### config.mk
export PLATFORM = sky130hd
export DESIGN_NAME = uart_trans
export DESIGN_NICKNAME = d
export VERILOG_FILES = /design/src/rtl/uart_trans.sv
export SDC_FILE = /design/constraint.sdc
export NUM_CORES = 1
export LEC_CHECK = 0
export CORE_AREA = 2 2 53 60
export CTS_BUF_LIST = sky130_fd_sc_hd__clkbuf_4 sky130_fd_sc_hd__clkbuf_8 sky130_fd_sc_hd__clkbuf_16
export DETAILED_ROUTE_END_ITERATION = 10
export DIE_AREA = 0 0 55 62
export HOLD_SLACK_MARGIN = 0.08
export MAX_ROUTING_LAYER = met4
export SYNTH_ARGS = -nofsm -noshare
export SYNTH_HDL_FRONTEND = slang
export SYNTH_SLANG_ARGS = --single-unit
### constraint.sdc
create_clock -name clk -period 4.8 [get_ports clk]
set_input_delay 1.2 -clock clk [delete_from_list [all_inputs] [get_ports clk]]
set_output_delay 1.2 -clock clk [all_outputs]
set_load 0.005 [all_outputs]
### src/rtl/uart_trans.sv
// uart_trans: serial packet transmitter, one-period recSig announce, MSB-first data.
// Define UART_TRANS_QUEUE_EN to add a one-entry pending word register.
module uart_trans #(
  parameter int packetSize = 4,
  parameter int cycleDiv   = 100
) (
  input  logic                  clk,
  input  logic                  reset,
  input  logic                  start,
  input  logic [packetSize-1:0] dataIn,
  output logic                  ready,
  output logic                  busy,
  output logic                  recSig,
  output logic                  bsOut,
  output logic                  done
);
  localparam int CW = $clog2(cycleDiv);
  localparam int IW = $clog2(packetSize + 1);

  localparam logic [1:0] IDLE   = 2'd0;
  localparam logic [1:0] SIGNAL = 2'd1;
  localparam logic [1:0] LEAD   = 2'd2;
  localparam logic [1:0] SEND   = 2'd3;

  localparam logic [CW-1:0] LAST = CW'(cycleDiv - 1);
  localparam logic [IW-1:0] TOP  = IW'(packetSize - 1);

  logic [1:0]            state;
  logic [CW-1:0]         cnt;
  logic [IW-1:0]         idx;
  logic                  lead2;
  logic [packetSize-1:0] sh;
  logic                  load;
  logic [packetSize-1:0] load_word;
  logic                  period_end;

  assign period_end = (cnt == LAST);

`ifdef UART_TRANS_QUEUE_EN
  logic                  pv;
  logic [packetSize-1:0] pend;

  assign ready     = ~pv;
  // a pending word wins over a fresh start on the done cycle
  assign load      = (state == IDLE) && (pv || start);
  assign load_word = pv ? pend : dataIn;

  always_ff @(posedge clk) begin
    if (reset) begin
      pv <= 1'b0;
    end else if (state == IDLE && pv) begin
      pv <= 1'b0;
    end else if (state != IDLE && start && !pv) begin
      pv   <= 1'b1;
      pend <= dataIn;
    end
  end
`else
  assign ready     = ~busy;
  assign load      = (state == IDLE) && start;
  assign load_word = dataIn;
`endif

  always_ff @(posedge clk) begin
    if (reset) begin
      state  <= IDLE;
      cnt    <= '0;
      idx    <= '0;
      lead2  <= 1'b0;
      busy   <= 1'b0;
      recSig <= 1'b0;
      bsOut  <= 1'b1;
      done   <= 1'b0;
    end else begin
      done <= 1'b0;
      cnt  <= period_end ? '0 : cnt + CW'(1);
      unique case (state)
        IDLE: begin
          cnt <= '0;
          if (load) begin
            sh     <= load_word;
            state  <= SIGNAL;
            busy   <= 1'b1;
            recSig <= 1'b1;
          end
        end
        SIGNAL: begin
          if (period_end) begin
            state  <= LEAD;
            recSig <= 1'b0;
            lead2  <= 1'b0;
          end
        end
        LEAD: begin
          if (period_end) begin
            lead2 <= 1'b1;
            if (lead2) begin
              state <= SEND;
              bsOut <= sh[packetSize-1];
              sh    <= sh << 1;
              idx   <= TOP;
            end
          end
        end
        SEND: begin
          if (period_end) begin
            if (idx == '0) begin
              state <= IDLE;
              busy  <= 1'b0;
              bsOut <= 1'b1;
              done  <= 1'b1;
            end else begin
              bsOut <= sh[packetSize-1];
              sh    <= sh << 1;
              idx   <= idx - IW'(1);
            end
          end
        end
        default: state <= IDLE;
      endcase
    end
  end
endmodule

==> results of run 1 <==
## where the power goes
group	internal [uW]	leakage (uW)	total, uW	switching (uW)
Combinational	86.8	0.000227	191	104
Sequential	213	0.000176	230	16.7
Clock	31.1	0.0000177	87.4	56.3
## layout by cell type (no fill, tap or decap), types with 2 or more instances in the layout
cell and count:
nor2b_1 2, a21oi_1 9, xor2_1 2, dfxtp_1 17
o21ai_0 4, xnor2_1 2, ha_1 7, nor2_1 17
or3_1 2, nand3_1 7, o31ai_1 2, clkbuf_4 3
edfxtp_1 4, clkdlybuf4s50_1 11, and2_1 2, inv_1 9
mux2_2 3, nand2_1 2
## flip-flops by register name (all words and copies together) (netlist names)
register  cells
idx           3
done          1
bsOut         1
lead2         1
state         2
cnt           7
sh            4
busy          1
recSig        1
## cell type report
type | instances | area, um^2 | share of cell area [%]
clock buffers | 3 | 22.5 | 1.82
clock inverters | 1 | 5.00 | 0.404
flip-flops and latches | 21 | 460 | 37.2
repair buffers | 11 | 110 | 8.90
well taps | 34 | 42.5 | 3.44
multi-input cells | 81 | 563 | 45.5
inverters | 9 | 33.8 | 2.73
## routing by layer
| metal | GRT usage [%] | up-vias | part of all wire [%] |
|---|---|---|---|
| li1 | - | 419 | - |
| met1 | 15.3 | 393 | 43 |
| met2 | 26.2 | 15 | 52 |
| met3 | 2.39 | 4 | 3.1 |
| met4 | 7.32 | 0 | 2.0 |
| met5 | - | - | 0 |
## logic make-up (layout without fill, tap and decap cells)
kind of cell    after synthesis  after routing  synth area share [%]
buf+inv                      11             24                  3.88
mux                           4              4                  4.11
xor+xnor                      4              4                  3.29
compound gates               25             25                  16.3
simple gates                 41             41                  20.9
flops                        21             21                  43.2
fa+ha+maj                     7              7                  8.23
## how the worst max path moves through the flow
stage,start,to,slack [ns]
CTS,busy$_SDFFE_PP0P_,busy,2.38
detailed placement,reset,cnt[6]$_SDFF_PP0_,2.17
global route,busy$_SDFFE_PP0P_,ready,2.33
floorplan,start,sh[0]$_SDFFCE_PN0P_,2.86
finish,busy$_SDFFE_PP0P_,busy,2.41
global placement,reset,cnt[6]$_SDFF_PP0_,2.19
## metrics by stage
step	util, %	worst slack (ns)	cell area (um^2)	total power (uW)
2_1_floorplan	-	2.86	1060	371
3_3_place_gp	41.9	2.19	1210	419
3_5_place_dp	41.9	2.17	1210	426
4_1_cts	42.8	2.38	1240	513
5_1_grt	42.8	2.33	1240	547
6_report	42.8	2.41	1240	508
==> impl_results.md, run 1 <==
* Delay-heaviest family, CP: buffers and inverters
* Vias/cell at 5.19
* Reg2reg start: state[0]$_SDFFE_PP0P_
* FILL cells at 296
* Top cells by area, synth: dfxtp_1, edfxtp_1, ha_1
* Status: complete, no violations
* Post-synth cell types at 37
* CTS Hold Bufs at 0
* Avg WL per Cell at 12.5 um
* Top cell type's share of synthesized area at 32.0%
* Total global-route track usage at 14.6%
* Dpl cells at 156
* First-pass DRT Iterations at 4
* Critical path startpoint category: register
* RSZ-0062 raised after global routing: false
* GPL Wtd Cong at 0.698
* Cell Area, Synth at 0.00106 mm^2
* Largest net degree at the start of global routing at 13
* Hold Path Class: register to register
* Slew of the pin with the lowest slew margin at 0.435 ns
* Fin crit period at 2.39 ns
* Max-cap violation count at 0
* Resize count post-CTS at 0
* ANT cells at 0
* Register area share after synthesis at 43.2%
* Hold EP: cnt[0]$_SDFF_PP0_
* Final number of hold-violating endpoints at 0
* Setup TNS at 0 ns
* CP max FO at 3
* Area delta synth->final at 16.2%
* Initial core utilization at 36.8%
* Setup Buffers After CTS at 0
* Placed wire-length estimate at 1550 um
* Syn. warnings at 0
* Lkg Pwr at 0.000421 uW
* DIE WIDTH at 55 um
* Endpoint arrival time on the critical path at 1.19 ns
* Reg2reg path depth at 6
* Top post-synthesis cells by count: dfxtp_1, nor2_1, a21oi_1, inv_1
* Req. time, crit path at 3.60 ns
* CTS tree: done
* DRT iter0 DRCs at 16
* Synth Register Bits at 21
* Worst Hold Path Cells at 1
* Latest clock arrival within the worst-skew pair at 0.31 ns
* Vias in the first global route at 831
* Vias at 831
* Detail Route Antenna Nets at 0
* Proportion of layout cells with a drive suffix above 1 at 12.7%
* Synth Flop Type: dfxtp_1
* Clk pin slew, worst setup/hold paths at 0.12 ns
* Endpoints failing setup at 0
* Total wire length at 1990 um
* Gr ovfl total at 0
* WP buf/inv at 1
* Initial antenna violation count at 0
* PD cells at 411 mW/mm^2
* Clock Tree Buf Depth at 2
* DRC viols at 0
* CP max stage cell: clkdlybuf4s50_1
* Kind of end point of the critical path: output pin
* First-pass GRT wire length at 3460 um
* Area of the die at 0.00341 mm^2
* Largest stage delay, worst path at 0.51 ns
* Critical-path cell list: clkdlybuf4s50_1
* Clock Skew at 0.00445 ns
* H-tree depth at 1
* Port Buffers at 11
* Post-Synthesis Cells at 113
* # nets final at 141
* CP Class: register to output pin
* Syn Nets at 127
* CTS root buffer: clkbuf_4
* Die height at 62 um
* Slew Limit Fails at 0
* Num CTS Buffers at 3
* FFs w/ async S/R, synth at 0%
* # rows at 21
* Capture point of the worst reg-to-reg path: sh[2]$_DFFE_PP_
* Worst relative slew slack at 70.9%
* Ports at 12
* Post-synth top area cell: dfxtp_1
* Max VDD drop at 0.156 mV
* Fmax at 0.418 GHz
* Final non-filler cell total at 160
* Tcrit/Tclk final at 49.8%
* Worst hold margin at 0.461 ns
* Core Box Area at 0.00289 mm^2
* EDFF count, synth at 4
* Cell depth of the worst setup path at 1
* Hold_sp: cnt[0]$_SDFF_PP0_
* R2r setup slk at 2.76 ns
* Post-Syn Area per Cell at 9.42 um^2
* CTS sink count at 21
Power figures use the tool's default switching activity.
==> run 2: changes to the inputs <==
==> constraint.sdc (replaced) <==
create_clock -name clk -period 2.49 [get_ports clk]
set_input_delay 0.6225 -clock clk [delete_from_list [all_inputs] [get_ports clk]]
set_output_delay 0.6225 -clock clk [all_outputs]
set_load 0.005 [all_outputs]
==> run 2 against run 1 <==
Net effect:
- register-to-register slack got worse by 2.2 ns
- critical path depth up 5
- core utilization up 0.35 points
- sequential cell count stayed put
- highest routed layer unchanged
- critical path type is now register to register
- combinational power grew 89%
- first-iteration DRC count is 6.3% higher
==> impl_results.md, run 2 (same netlist as run 1, synthesis figures left out) <==
* Post-route cell area at 0.00125 mm^2
* Vias at 822
* CTS tree: done
* Setup Buffers After CTS at 0
* Die height at 62 um
* Hold Path Class: register to register
* Max-cap violation count at 0
* Slew Limit Fails at 0
* Endpoint arrival time on the critical path at 1.99 ns
* Setup WS pre-CTS at 0.523 ns
* Tcrit/Tclk final at 79.2%
* Detail Route Antenna Nets at 0
* CTS root buffer: clkbuf_4
* Final cell utilization of the core at 43.2%
* Total global-route track usage at 13.1%
* Resize count post-CTS at 0
* Area delta synth->final at 17.2%
* Slew of the pin with the lowest slew margin at 0.391 ns
* Latest clock arrival within the worst-skew pair at 0.30 ns
* FILL cells at 290
* Final non-filler cell total at 161
* Worst relative slew slack at 73.8%
* Lkg Pwr at 0.000426 uW
* DRC viols at 0
* Clock Skew at 0.00860 ns
* GPL Wtd Cong at 0.784
* Core Box Area at 0.00289 mm^2
* Req. time, crit path at 2.51 ns
* Clock Tree Buf Depth at 2
* Num CTS Buffers at 3
* Reg2reg path depth at 6
* CP max FO at 5
* Dpl cells at 157
* DIE WIDTH at 55 um
* Area of the die at 0.00341 mm^2
* Fin crit period at 1.97 ns
* Max VDD drop at 0.470 mV
* Initial core utilization at 36.8%
* Critical path startpoint category: register
* CP Class: register to register
* CTS sink count at 21
* Avg WL per Cell at 11.6 um
* RSZ-0062 raised after global routing: false
* Multi-input gate area at 563 um^2
* Most frequent cells in the layout: nor2_1, dfxtp_1, clkdlybuf4s50_1, inv_1, a21oi_1
* DRT iter0 DRCs at 17
* CTS Hold Bufs at 0
* First-pass GRT wire length at 3110 um
* # rows at 21
* Kind of end point of the critical path: register
* Port Buffers at 11
* First-pass DRT Iterations at 4
* Endpoints failing setup at 0
* ANT cells at 0
* Final number of hold-violating endpoints at 0
* Vias/cell at 5.11
* Largest register FFs at 7
* Placed wire-length estimate at 1500 um
* Vias in the first global route at 760
* # nets final at 142
* Largest net degree at the start of global routing at 12
* Initial antenna violation count at 0
* Reg area at 460 um^2
* Proportion of layout cells with a drive suffix above 1 at 13.4%
* Total wire length at 1870 um
* Fmax at 0.507 GHz
* Clk pin slew, worst setup/hold paths at 0.11 ns
* Worst Hold Path Cells at 1
* Ports at 12
* R2r setup slk at 0.52 ns
* Setup TNS at 0 ns
* Most flops, register: cnt
* Post-DP Area at 0.00122 mm^2
* Gr ovfl total at 0
* Setup WS post-layout at 0.519 ns
* PD cells at 783 mW/mm^2
* Status: complete, no violations
* Regs by FF count: cnt (7), sh (4), idx (3)
* H-tree depth at 1
[run 2: through the flow]
step / hold slack [ns] / power (uW)
final: 0.456 / 977
after global routing: 0.483 / 1040
after CTS: 0.467 / 989
after detailed placement: 0.443 / 815
after global placement: 0.430 / 809
after floorplan: 0.418 / 716
[run 2: where the power goes]
group | internal, uW | total, uW | leakage (uW) | switching (uW)
registers | 411 | 445 | 0.000176 | 33.1
clock network | 73.3 | 171 | 0.0000184 | 98.0
logic | 168 | 361 | 0.000232 | 193
total | 653 | 977 | 0.000426 | 324
[run 2: layout make-up]
class / instances / area share (%)
Sequential cell: 21 / 36.9
Tap cell: 34 / 3.41
Timing Repair Buffer: 12 / 9.43
Clock buffer: 4 / 2.41
Multi-Input combinational cell: 81 / 45.1
Inverter: 9 / 2.71
[run 2: routing by layer]
| metal | routed length (um) | global-route usage [%] | up-vias |
|---|---|---|---|
| li1 | - | - | 421 |
| met1 | 841 | 14.2 | 386 |
| met2 | 934 | 22.3 | 10 |
| met3 | 46 | 2.15 | 5 |
| met4 | 44 | 7.32 | 0 |
| met5 | 0 | - | - |
[run 2: worst paths after layout]
kind,from,end
hold reg to reg,cnt[0]$_SDFF_PP0_,cnt[0]$_SDFF_PP0_
setup / recovery,state[0]$_SDFFE_PP0P_,sh[0]$_SDFFCE_PN0P_
hold / removal,cnt[0]$_SDFF_PP0_,cnt[0]$_SDFF_PP0_
setup reg to reg,state[0]$_SDFFE_PP0P_,sh[0]$_SDFFCE_PN0P_
[run 2: worst max-delay path, stage by stage, from the launching register on]
cell and delay (ns):
dfxtp_1 0.41, inv_1 0.09, ha_1 0.25, nor2_1 0.35, a41oi_1 0.14, a21oi_4 0.21
and3_2 0.25
